**config.mk**
```make
export PLATFORM = sky130hd
export DESIGN_NAME = prog_loader_flat
export DESIGN_NICKNAME = d
export VERILOG_FILES = /design/src/rtl/loader_pkg.sv /design/src/rtl/prog_loader_if.sv /design/src/rtl/xor_acc.sv /design/src/rtl/prog_loader.sv /design/src/flat_wrapper.sv
export SDC_FILE = /design/constraint.sdc
export NUM_CORES = 1
export LEC_CHECK = 0
export CORE_AREA = 2 2 97 99
export DETAILED_ROUTE_END_ITERATION = 12
export DIE_AREA = 0 0 99 101
export PLACE_DENSITY = 0.58
export SLEW_MARGIN = 20
export SYNTH_ARGS = -nofsm -noshare
export SYNTH_HDL_FRONTEND = slang
export SYNTH_HIERARCHICAL = 1
export SYNTH_SLANG_ARGS = --single-unit
```
**constraint.sdc**
```tcl
create_clock -name clk -period 5 [get_ports clk]
set_input_delay 0.75 -clock clk [delete_from_list [all_inputs] [get_ports clk]]
set_output_delay 0.75 -clock clk [all_outputs]
set_load 0.05 [all_outputs]
```
**src/rtl/loader_pkg.sv**
```systemverilog
// Shared types and constants for the boot-time program loader.
package loader_pkg;

    localparam int WORD_W = 16;

    typedef enum logic [2:0] {
        S_LEN,
        S_HI,
        S_LO,
        S_CHK,
        S_HOLD,
        S_RUN,
        S_ERR
    } state_t;

    // A length byte of zero stands for a full 256-word image.
    function automatic logic [8:0] len_to_count(input logic [7:0] len);
        return (len == 8'd0) ? 9'd256 : {1'b0, len};
    endfunction

endpackage

```
**src/rtl/prog_loader_if.sv**
```systemverilog
// Byte-stream input and instruction-memory write port of the program loader.
interface prog_loader_if #(
    parameter int ADDR_W = 8
);
    import loader_pkg::*;

    logic                in_valid;
    logic [7:0]          in_data;
    logic                in_ready;
    logic                mem_we;
    logic [ADDR_W-1:0]   mem_addr;
    logic [WORD_W-1:0]   mem_wdata;

    // Host side: produces the byte stream and observes the memory writes.
    modport master (
        output in_valid, in_data,
        input  in_ready, mem_we, mem_addr, mem_wdata
    );

    // Loader side: consumes the byte stream and drives the memory write port.
    modport slave (
        input  in_valid, in_data,
        output in_ready, mem_we, mem_addr, mem_wdata
    );

endinterface

```
**src/rtl/xor_acc.sv**
```systemverilog
// 8-bit running XOR used to verify the image checksum.
module xor_acc (
    input  logic       clk,
    input  logic       clear,
    input  logic       load,
    input  logic       xor_en,
    input  logic [7:0] din,
    output logic [7:0] acc
);

    logic [7:0] acc_q;
    logic [7:0] acc_d;

    // Load replaces the running value; xor_en folds the byte in.
    always_comb begin
        acc_d = acc_q;
        if (load) begin
            acc_d = din;
        end else if (xor_en) begin
            acc_d = acc_q ^ din;
        end
    end

    // Accumulator register, cleared synchronously.
    always_ff @(posedge clk) begin
        if (clear) begin
            acc_q <= '0;
        end else begin
            acc_q <= acc_d;
        end
    end

    assign acc = acc_q;

endmodule

```
**src/rtl/prog_loader.sv**
```systemverilog
// Boot loader: assembles 16-bit words from a byte stream, writes them to
// instruction memory, checks an XOR checksum and then releases the CPU.
//
//   state  | meaning
//   -------+----------------------------------------------
//   S_LEN  | waiting for the length byte
//   S_HI   | waiting for the high byte of a word
//   S_LO   | waiting for the low byte of a word
//   S_CHK  | waiting for the checksum byte
//   S_HOLD | checksum good, counting down before release
//   S_RUN  | CPU released (sticky until reload/reset)
//   S_ERR  | checksum mismatch (sticky until reload/reset)
module prog_loader
    import loader_pkg::*;
#(
    parameter int ADDR_W   = 8,
    parameter int HOLD_CYC = 4    // legal range 1..15
) (
    input  logic          clk,
    input  logic          reset,
    prog_loader_if.slave  bus,
    input  logic          reload,
    output logic          cpu_rst,
    output logic          done,
    output logic          err
);

    state_t              state_q, state_d;
    logic [8:0]          cnt_q, cnt_d;
    logic [ADDR_W-1:0]   addr_q, addr_d;
    logic [7:0]          hi_q, hi_d;
    logic                we_q, we_d;
    logic [ADDR_W-1:0]   maddr_q, maddr_d;
    logic [WORD_W-1:0]   wdata_q, wdata_d;
    logic [3:0]          hold_q, hold_d;

    logic                in_ready;
    logic                accept;
    logic                chk_ok;
    logic                acc_load;
    logic                acc_xor;
    logic [7:0]          acc_val;

    assign accept = bus.in_valid & in_ready;
    assign chk_ok = (bus.in_data == acc_val);

    xor_acc u_xor_acc (
        .clk    (clk),
        .clear  (reset),
        .load   (acc_load),
        .xor_en (acc_xor),
        .din    (bus.in_data),
        .acc    (acc_val)
    );

    // State, counters and write register; reset wins over everything.
    always_ff @(posedge clk) begin
        if (reset) begin
            state_q <= S_LEN;
            cnt_q   <= '0;
            addr_q  <= '0;
            hi_q    <= '0;
            we_q    <= 1'b0;
            maddr_q <= '0;
            wdata_q <= '0;
            hold_q  <= '0;
        end else begin
            state_q <= state_d;
            cnt_q   <= cnt_d;
            addr_q  <= addr_d;
            hi_q    <= hi_d;
            we_q    <= we_d;
            maddr_q <= maddr_d;
            wdata_q <= wdata_d;
            hold_q  <= hold_d;
        end
    end

    // Next-state selection.
    always_comb begin
        state_d = state_q;
        case (state_q)
            S_LEN:   if (accept) state_d = S_HI;
            S_HI:    if (accept) state_d = S_LO;
            S_LO:    if (accept) state_d = (cnt_q == 9'd1) ? S_CHK : S_HI;
            S_CHK:   if (accept) state_d = chk_ok ? S_HOLD : S_ERR;
            S_HOLD:  if (hold_q == 4'd1) state_d = S_RUN;
            S_RUN,
            S_ERR:   if (reload) state_d = S_LEN;
            default: state_d = S_LEN;
        endcase
    end

    // Word assembly, address/count bookkeeping and the one-cycle write pulse.
    always_comb begin
        cnt_d    = cnt_q;
        addr_d   = addr_q;
        hi_d     = hi_q;
        we_d     = 1'b0;
        maddr_d  = maddr_q;
        wdata_d  = wdata_q;
        hold_d   = hold_q;
        acc_load = 1'b0;
        acc_xor  = 1'b0;
        case (state_q)
            S_LEN: begin
                if (accept) begin
                    cnt_d    = len_to_count(bus.in_data);
                    addr_d   = '0;
                    acc_load = 1'b1;
                end
            end
            S_HI: begin
                if (accept) begin
                    hi_d    = bus.in_data;
                    acc_xor = 1'b1;
                end
            end
            S_LO: begin
                if (accept) begin
                    acc_xor = 1'b1;
                    we_d    = 1'b1;
                    maddr_d = addr_q;
                    wdata_d = {hi_q, bus.in_data};
                    // Wraps 255 -> 0 only on a 256-word image, which ends here.
                    addr_d  = addr_q + 1'b1;
                    cnt_d   = cnt_q - 9'd1;
                end
            end
            S_CHK: begin
                if (accept && chk_ok) begin
                    hold_d = 4'(HOLD_CYC);
                end
            end
            S_HOLD: begin
                hold_d = hold_q - 4'd1;
            end
            default: ;
        endcase
    end

    // Moore outputs decoded from the state.
    always_comb begin
        in_ready = (state_q == S_LEN) || (state_q == S_HI) ||
                   (state_q == S_LO)  || (state_q == S_CHK);
        cpu_rst  = (state_q != S_RUN);
        done     = (state_q == S_RUN);
        err      = (state_q == S_ERR);
    end

    assign bus.in_ready  = in_ready;
    assign bus.mem_we    = we_q;
    assign bus.mem_addr  = maddr_q;
    assign bus.mem_wdata = wdata_q;

endmodule

```
**src/flat_wrapper.sv**
```systemverilog
// flat-port wrapper written by rule: the top's interface ports become plain ports
module prog_loader_flat import loader_pkg::*;
#(
    parameter int ADDR_W   = 8,
    parameter int HOLD_CYC = 4                        
)
  (clk, reset, reload, cpu_rst, done, err, bus_in_valid, bus_in_data, bus_in_ready, bus_mem_we, bus_mem_addr, bus_mem_wdata);
  prog_loader_if #(.ADDR_W(ADDR_W)) bus_i ();
  input  logic clk;
  input  logic reset;
  input  logic reload;
  output logic cpu_rst;
  output logic done;
  output logic err;
  input wire logic [$bits(bus_i.in_valid)-1:0] bus_in_valid;
  input wire logic [$bits(bus_i.in_data)-1:0] bus_in_data;
  output wire logic [$bits(bus_i.in_ready)-1:0] bus_in_ready;
  output wire logic [$bits(bus_i.mem_we)-1:0] bus_mem_we;
  output wire logic [$bits(bus_i.mem_addr)-1:0] bus_mem_addr;
  output wire logic [$bits(bus_i.mem_wdata)-1:0] bus_mem_wdata;
  assign bus_i.in_valid = bus_in_valid;
  assign bus_i.in_data = bus_in_data;
  assign bus_in_ready = bus_i.in_ready;
  assign bus_mem_we = bus_i.mem_we;
  assign bus_mem_addr = bus_i.mem_addr;
  assign bus_mem_wdata = bus_i.mem_wdata;
  prog_loader #(.ADDR_W(ADDR_W), .HOLD_CYC(HOLD_CYC)) u_core (.clk(clk), .reset(reset), .bus(bus_i), .reload(reload), .cpu_rst(cpu_rst), .done(done), .err(err));
endmodule
```
==> run summary <==
GPL Wtd Cong = 0.799
RSZ-0062 raised after global routing = false
Total Wirelength = 7.46 mm
Die ar. = 10000 sq um
area occupied by multi-input gates = 1640 sq um
status = finished clean
worst reg2reg path depth = 4
post-CTS sizing = 0
clock slew at the register clock pins of the worst setup and hold paths = 0.07 ns
max-slew violation count = 0
sequential cell area = 1300 sq um
first-pass GRT wire length = 12.5 mm
Final Cycle Share = 0.605
VDD IR max = 179 uV
Synth Cell Area = 3080 sq um
Vias/cell = 5.24
drt initial violations = 172
Highest Clock Rate = 331 MHz
Post-CTS Setup Inserts = 0
Synth cell types = 49
sequential element share of the synthesized area = 0.423
synth top area cells = dfxtp_1, nand2_1, a21oi_1
Placeable Area = 8980 sq um
Main synth FF type = dfxtp_1
Starting Density = 0.343
number of global-route vias before repair = 2,649
largest net degree at the start of global routing = 64
worst hold path class = flop to flop
standard-cell rows = 35
H-tree depth = 3
synth warn = 6
Total GRT Usage = 0.154
CP max FO = 14
# IOs = 41
worst-skew pair later-pin latency = 0.33 ns
synthesized instance count = 388
Slew @ Worst Pin = 0.992 ns
PortBufs = 40
Die H = 101 microns
synthesized area per cell = 7.93 sq um
final hold vios = 0
pwr/cell area = 319 nW/um^2
Final setup viols = 0
kind of critical path = flop to output pin
CTS Buf Count = 9
area growth from synthesis to layout = 22.1%
# nets final = 437
Rel. slew slack = 0.336
# diodes = 0
number of antenna violations at the first check in global routing = 0
utilization after layout = 0.419
share of layout cells above drive strength 1 = 0.0753
Static Leak = 1.29 nW
DR pass1 iterations = 4
EDFF count, synth = 0
Synth async-reset ratio = 0
Final ANT Viol Nets = 0
post-synth top area share = 0.423
Mapped Nets = 405
critical path required time = 4.25 ns
chip width = 99 microns
WHS Path Cells = 2
# hold bufs at CTS = 0
Synth area leader = dfxtp_1
Max-Cap Viols = 0
Setup Skew = 0.00769 ns
CP endpoint kind = output pin
detailed placement HPWL = 4.89 mm
grt ovf = 0
crit path DAT = 2.27 ns
CTS Sinks = 65
total number of vias = 2,809
CTS max path bufs = 2
crit path launch type = flop
setup_tns = 0 ns
Clock Root Buffer = clkbuf_8
post-synthesis register bit count = 65
DRC = 0
Routed WL per cell = 13.9 microns
TritonCTS clock tree = yes
filler cell count in the final layout = 909
Final Critical Period = 3.02 ns
-- routing by layer --
layer / wire length [microns] / share of wire / track usage
met5: 0 / 0 / 0
met4: 68 / 0.0091 / 0.0516
met2: 3530 / 0.47 / 0.256
met3: 264 / 0.035 / 0.0312
met1: 3600 / 0.48 / 0.201
-- cells by family after synthesis --
kind of cell	after synthesis	synth area share
AO/OA/AOI/OAI	94	0.178
XOR/XNOR	16	0.0455
adder cells (fa/ha/maj)	5	0.0203
buffers and inverters	32	0.0435
flip-flops	65	0.423
multiplexers	1	0.00366
AND/OR/NAND/NOR	175	0.286
-- cell type report --
type                    count  share of cell area
repair buffers             43               0.111
clock buffers              10              0.0340
inverters                  10             0.00999
well taps                 111              0.0370
clock inverters             6              0.0243
flip-flops and latches     65               0.346
multi-input cells         291               0.437
-- stage by stage --
stage	power [mW]	cell area [sq um]	cells	hold slack, ns	setup slack, ns
floorplan	0.665	3080	388	0.432	1.68
global placement	0.703	3540	520	0.446	1.96
detailed placement	0.707	3540	520	0.449	1.90
CTS	1.21	3760	536	0.460	1.96
global route	1.26	3760	536	0.477	1.82
finish	1.20	3760	536	0.454	1.98
-- power breakdown --
part,switching [mW],internal (mW)
Sequential,0.0204,0.536
Combinational,0.0825,0.0577
Clock,0.218,0.284
-- state kept, by name, summed over array words and instances, names as in the netlist --
register              flops
u_core/u_xor_acc/acc      8
u_core/hi_q               8
u_core/bus.mem_we         1
u_core/cnt_q              9
u_core/bus.mem_wdata     16
u_core/hold_q             4
u_core/state_q            3
u_core/bus.mem_addr       8
u_core/addr_q             8
-- critical path, cell delays in order (launching register included) --
cell and delay (ns):
dfxtp_1 0.60, inv_1 0.23, nor3_1 0.27, clkdlybuf4s50_1 0.84
-- synthesized netlist by cell type, types with 5 or more instances --
master    count
nor4_1        7
clkbuf_1     13
ha_1          5
o21ai_0      16
a21oi_1      53
nor3_1        8
inv_1        10
dfxtp_1      65
xor2_1       12
o21ai_1       5
nor2_1       23
nor2b_1       8
nand3b_1     10
nand2_1      83
buf_2         5
-- final timing paths --
| kind | startpoint | endpoint | slack, ns |
|---|---|---|---|
| worst max register to register | u_core/state_q[2] | u_core/u_xor_acc/acc[0] | 2.66 |
| worst max-delay path | u_core/state_q[0] | done | 1.98 |
| worst min-delay path | u_core/bus.mem_addr[2] | u_core/bus.mem_addr[2] | 0.45 |
| worst min register to register | u_core/bus.mem_addr[2] | u_core/bus.mem_addr[2] | 0.45 |
-- cells in the final DEF (no fill, tap or decap), drive strengths merged, types with 5 or more instances in the layout --
| cell | Yosys | final |
|---|---|---|
| nor4 | 7 | 7 |
| a21oi | 53 | 53 |
| nand3b | 10 | 10 |
| xor2 | 12 | 12 |
| ha | 5 | 5 |
| nor3b | 7 | 7 |
| clkbuf | 13 | 10 |
| inv | 10 | 11 |
| nor2b | 8 | 8 |
| dfxtp | 65 | 65 |
| clkdlybuf4s50 | 0 | 39 |
| nor3 | 8 | 8 |
| nor2 | 23 | 23 |
| nand2 | 83 | 83 |
| o21ai | 21 | 21 |
(Power assumes the default switching activity.)
==> variant 1 (same flow settings) <==
Make the reset (`reset`) asynchronous in one clocked block.
--- a/src/rtl/prog_loader.sv
+++ b/src/rtl/prog_loader.sv
@@ -54,7 +54,7 @@
     );
 
     // State, counters and write register; reset wins over everything.
-    always_ff @(posedge clk) begin
+    always_ff @(posedge clk or posedge reset) begin
         if (reset) begin
             state_q <= S_LEN;
             cnt_q   <= '0;
Function: differs if reset is asserted again (counterexample within 4 cycles, from zero or initial values and one cycle with reset high); with reset held inactive, the same outputs for 10 cycles.
==> variant 1 against the unedited design <==
Design area is 1.6% higher. Die area stayed put. Setup slack worse by 0.095 ns. Routed wire length is 5.0% lower. Global-route usage is 0.089 points lower. Area after synthesis is 2.3% higher. Synthesized cell count is 11% lower. Sequential cell count stayed put.
Power is not compared: it rests on default switching activity, and its combinational part moved more than twofold at a synthesized area within 25%.
==> variant 1: results (changes against the unedited design) <==
| Metric | Value |
|---|---|
| Status | completed |
| First drt pass iteration count | 5 (+1) |
| Top cells by instance count after synthesis | nand2_1 (98), dfrtp_1 (57), a21oi_1 (20), o21ai_0 (20), inv_1 (11) |
| Clock root cell | clkbuf_8 |
| Clock Skew | 0.0108 ns (+0.00315 ns) |
| Syn_area_per_cell | 9.15 um2 (+15%) |
| Crit path DAT | 2.37 ns (+0.10 ns) |
| Setup crit end | err |
| Top layer in use | met4 |
| Wl on met1 | 3.42 mm (-5.0%) |
| Hold depth | 2 (unchanged) |
| Worst R2R Path Depth | 7 (+3) |
| Via density | 5.14 (-1.8%) |
| Synth top area cells | dfrtp_1 (45%), nand2_1 (12%), dfxtp_1 (5.1%) |
| Lkg Pwr | 0.00163 uW |
| RR Startpoint | u_core/state_q[0]$_DFFE_PP0P_ |
| DP HPWL | 4.66 mm (-4.7%) |
| Post-synth cell types | 51 (+4.1%) |
| CP max FO | 11 (-3) |
| Clk buf depth | 2 (unchanged) |
| Syn_nets | 361 (-11%) |
| Met2 wire length | 3.17 mm (-10%) |
| Resized cells post-CTS | 0 (unchanged) |
| Vias in the first global route | 2,525 (-4.7%) |
| Crit path from | u_core/state_q[1]$_DFFE_PP0P_ |
| Share of cells above drive strength 1 | 8.51% (+0.98 points) |
| Headroom to the max-slew limit | 42.9% (+9.3 points) |
| IO Port Bufs | 40 (unchanged) |
| Hold Fails Final Rpt | 0 (unchanged) |
| Sequential area share after synthesis | 50.4% (+8.1 points) |
| GRT Resource Usage Total | 15.3% (-0.089 points) |
| Met2 usage | 23.9% (-1.7 points) |
| Inst Count DP | 484 (-6.9%) |
| Largest net degree at the start of global routing | 32 (-50%) |
| DR iter-0 viols | 115 (-33%) |
| First-pass GRT wire length | 12.2 mm (-2.1%) |
| Gpl congestion | 0.768 (-3.9%) |
| Met3 WL | 392 um (+48%) |
| Met1 usage | 20.9% (+0.85 points) |
| Yosys warnings | 6 (unchanged) |
| Clk_lat worst skew | 0.33 ns (about the same) |
| Share of flip-flops with an asynchronous set or reset | 87.7% (+88 points) |
| Worst-path clk slew | 0.07 ns (about the same) |
| Initial antenna violation count | 0 (unchanged) |
| Int Power | 1370 uW |
| Cts bufs inserted | 9 (unchanged) |
| Post-CTS setup buffers | 0 (unchanged) |
| R2r endpoint | u_core/u_xor_acc/acc[1]$_SDFFE_PP0P_ |
| Commonest register cell after synthesis | dfrtp_1 |
| Via count | 2,567 (-8.6%) |
| Net count, final | 401 (-8.2%) |
| Overall routed net length | 7.09 mm (-5.0%) |
| Hold/Removal Path Class | flop to flop |
| R2R setup slack | 2.54 ns (-0.12 ns) |
| Largest register FFs | 16 (unchanged) |
| Worst vdd rail ir drop | 0.351 mV |
| Met3 Usage GRT | 3.33% (+0.21 points) |
[variant 1: cell count changes in the layout (fill, tap and decap cells not counted), moves of 5 or more]
cell / before / now
mux2_2: 1 / 8
dfrtp_1: 0 / 57
dfxtp_1: 65 / 8
nor4_1: 7 / 2
xor2_1: 12 / 2
nor2_1: 23 / 7
a21oi_1: 53 / 20
nand2_1: 83 / 98
[variant 1: stage by stage]
step | hold slack, ns | worst slack (ns) | cell area [um2] | util [%]
floorplan | 0.435 | 2.34 | 3150 | -
finish | 0.462 | 1.88 | 3820 | 42.5
CTS | 0.469 | 1.84 | 3820 | 42.5
global placement | 0.449 | 2.05 | 3630 | 40.5
detailed placement | 0.449 | 1.99 | 3630 | 40.5
global route | 0.504 | 1.69 | 3820 | 42.5
[variant 1: worst min-delay path by stage]
stage	from	endpoint	slack [ns]
after detailed placement	u_core/hi_q[1]$_DFFE_PP0P_	u_core/bus.mem_wdata[9]$_DFFE_PP0P_	0.45
after CTS	u_core/hi_q[0]$_DFFE_PP0P_	u_core/bus.mem_wdata[8]$_DFFE_PP0P_	0.47
after global placement	u_core/hi_q[0]$_DFFE_PP0P_	u_core/bus.mem_wdata[8]$_DFFE_PP0P_	0.45
after global routing	u_core/bus.mem_addr[6]$_DFFE_PP0P_	u_core/bus.mem_addr[6]$_DFFE_PP0P_	0.50
final	u_core/hi_q[2]$_DFFE_PP0P_	u_core/bus.mem_wdata[10]$_DFFE_PP0P_	0.46
after floorplan	u_core/hi_q[2]$_DFFE_PP0P_	u_core/bus.mem_wdata[10]$_DFFE_PP0P_	0.43
[variant 1: worst max-delay path, cell delays in order, from the launching register on]
cell	delay [ns]
dfrtp_1	0.58
inv_1	0.26
nor3_1	0.34
clkdlybuf4s50_1	0.86
[variant 1: cell families (layout without fill, tap and decap cells)]
logic type / after synthesis / count (layout) / share of synthesized area (%)
compound gates: 64 / 64 / 11.8
xor+xnor: 10 / 10 / 2.78
fa+ha+maj: 6 / 6 / 2.30
buf+inv: 26 / 70 / 3.93
flops: 65 / 65 / 50.4
mux: 11 / 11 / 3.81
simple gates: 162 / 162 / 25.0
[variant 1: area by class of cell]
class,count,area [um2]
multi-input combinational,253,1440
inverter,12,45.0
sequential,65,1590
clock buffer,10,128
tap,111,139
timing repair buffer,43,423
clock inverter,5,56.3
fill,894,5160
[variant 1: power by group through the flow]
stage | Clock, uW | Sequential [uW] | Combinational, uW
finish | 432 | 915 | 1110
global route | 472 | 951 | 1220
CTS | 445 | 916 | 1120
detailed placement | 0 | 922 | 1120
global placement | 0 | 921 | 1100
floorplan | 0 | 1130 | 601
==> variant 2 (same flow settings) <==
Without the edit above. `ADDR_W` is set to 8 in 3 places; all go to 9.
--- a/src/rtl/prog_loader_if.sv
+++ b/src/rtl/prog_loader_if.sv
@@ -1,6 +1,6 @@
 // Byte-stream input and instruction-memory write port of the program loader.
 interface prog_loader_if #(
-    parameter int ADDR_W = 8
+    parameter int ADDR_W = 9
 );
     import loader_pkg::*;
 
--- a/src/rtl/prog_loader.sv
+++ b/src/rtl/prog_loader.sv
@@ -13,7 +13,7 @@
 module prog_loader
     import loader_pkg::*;
 #(
-    parameter int ADDR_W   = 8,
+    parameter int ADDR_W   = 9,
     parameter int HOLD_CYC = 4    // legal range 1..15
 ) (
     input  logic          clk,
--- a/src/flat_wrapper.sv
+++ b/src/flat_wrapper.sv
@@ -1,7 +1,7 @@
 // flat-port wrapper written by rule: the top's interface ports become plain ports
 module prog_loader_flat import loader_pkg::*;
 #(
-    parameter int ADDR_W   = 8,
+    parameter int ADDR_W   = 9,
     parameter int HOLD_CYC = 4                        
 )
   (clk, reset, reload, cpu_rst, done, err, bus_in_valid, bus_in_data, bus_in_ready, bus_mem_we, bus_mem_addr, bus_mem_wdata);
Interface: changed (resized bus_mem_addr); port bits go from 41 to 42. No check against the original RTL was run, so the function may have changed too.
==> variant 2 against the unedited design <==
Setup slack lost 0.0059 ns. Area after synthesis increased by 1.7%. Routed wire length up 3.4%. Sequential cell count is 2 higher. Critical path depth unchanged. Fmax is 0.19% lower. Synthesized cell count rose by 0.52%. Design area grew 1.7%. Utilization is 0.72 points higher. Total power up 1.3%. Non-clock buffer count increased by 3. First-iteration DRC count decreased by 26%. Critical path type unchanged.
==> variant 2: results (changes against the unedited design) <==
| Metric | Value |
|---|---|
| Syn_nets | 407 (+0.49%) |
| Complex-gate fraction of the synthesized area | 17.5% (-0.30 points) |
| Vias in the first global route | 2,559 (-3.4%) |
| Multiplexer area fraction after synthesis | 0.360% (-0.0061 points) |
| Gpl congestion | 0.813 (+1.8%) |
| Sequential area share after synthesis | 42.8% (+0.57 points) |
| Post-synthesis adder-cell area fraction | 2.00% (-0.034 points) |
| Syn_area_per_cell | 8.03 um2 (+1.2%) |
| Hold Startpoint | u_core/hi_q[7]$_SDFFE_PP0P_ |
| RR Startpoint | u_core/state_q[1]$_SDFFE_PP0P_ |
| Met2 usage | 24.5% (-1.1 points) |
| GRT Resource Usage Total | 16.2% (+0.72 points) |
| Via density | 5.20 (-0.71%) |
| Hold Path Sink | u_core/bus.mem_wdata[15]$_SDFFE_PP0P_ |
| Met3 WL | 301 um (+14%) |
| Clock Skew | 0.00588 ns (-0.00181 ns) |
| Clk_lat worst skew | 0.35 ns (+0.02 ns) |
| Synth top area cells | dfxtp_1 (43%), nand2_1 (10%), a21oi_1 (9.1%) |
| Top cells by instance count after synthesis | nand2_1 (85), dfxtp_1 (67), a21oi_1 (57) |
| Wl on met1 | 3.89 mm (+8.1%) |
| Dpl ws | 2.06 ns (+0.161 ns) |
| Synth Area in XOR/XNOR | 3.92% (-0.64 points) |
| Crit path DAT | ~2.3 ns |
| Largest net degree at the start of global routing | 53 (-17%) |
| CP max FO | 16 (+2) |
| R2R setup slack | 2.64 ns (-0.02 ns) |
| Status | completed |
| Headroom to the max-slew limit | 42.2% (+8.6 points) |
| IO Port Bufs | 41 (+2.5%) |
| Wirelength per Cell | 14.3 um (+2.6%) |
| DR iter-0 viols | 128 (-26%) |
| Antenna diode count | 0 (unchanged) |
| Worst R2R Path Depth | 7 (+3) |
| First-pass GRT wire length | 12.8 mm (+2.4%) |
| Overall routed net length | 7.71 mm (+3.4%) |
| Worst vdd rail ir drop | 0.108 mV (-40%) |
| Share of cells above drive strength 1 | 7.23% (-0.30 points) |
| Net count, final | 441 (+0.92%) |
| Fillcell total | 894 (-1.7%) |
| Met1 usage | 22.2% (+2.1 points) |
| Post-synth cell types | 51 (+4.1%) |
| Lkg Pwr | 0.00130 uW (+0.75%) |
| Critical Path Max Stage Delay | 0.80 ns (-0.04 ns) |
| DP HPWL | 5.19 mm (+6.0%) |
| Inst Count DP | 524 (+0.77%) |
| Met2 wire length | 3.41 mm (-3.4%) |
| Post-CTS setup buffers | 0 (unchanged) |
## variant 2: changes by cell type after synthesis, sizes merged, moves of 3 or more
| cell | unedited run | this run |
|---|---|---|
| nor2 | 23 | 15 |
| buf | 9 | 16 |
| clkbuf | 13 | 7 |
| a21oi | 53 | 57 |
| or3 | 1 | 5 |
| a31o | 0 | 3 |
| inv | 10 | 7 |
| or3b | 4 | 1 |
## variant 2: area by class of cell
| class | instances | area [um2] | area share (%) |
|---|---|---|---|
| Clock buffer | 11 | 151 | 3.96 |
| Clock inverter | 5 | 60.1 | 1.57 |
| Inverter | 7 | 26.3 | 0.687 |
| Multi-Input combinational cell | 293 | 1660 | 43.5 |
| Sequential cell | 67 | 1340 | 35.1 |
| Tap cell | 111 | 139 | 3.63 |
| Timing Repair Buffer | 46 | 443 | 11.6 |
## variant 2: power breakdown
part | switching [uW] | total [uW] | internal (uW)
Clock | 220 | 479 | 259
Combinational | 87.5 | 153 | 65.4
Sequential | 25.9 | 582 | 556
Total | 333 | 1210 | 881
## variant 2: cell families (layout without fill, tap and decap cells)
group,after synthesis,count (layout)
adder cells (fa/ha/maj),5,5
flip-flops,67,67
XOR/XNOR,14,14
AND/OR/NAND/NOR,176,176
buffers and inverters,30,69
AO/OA/AOI/OAI,97,97
multiplexers,1,1
## variant 2: through the flow
| step | utilization (%) | total power (uW) | cell area (um2) | hold slack [ns] |
|---|---|---|---|---|
| after CTS | 42.6 | 1220 | 3820 | 0.458 |
| after floorplan | - | 699 | 3130 | 0.432 |
| after detailed placement | 40.2 | 745 | 3610 | 0.447 |
| after global placement | 40.2 | 742 | 3610 | 0.443 |
| final | 42.6 | 1210 | 3820 | 0.455 |
| after global routing | 42.6 | 1270 | 3820 | 0.471 |
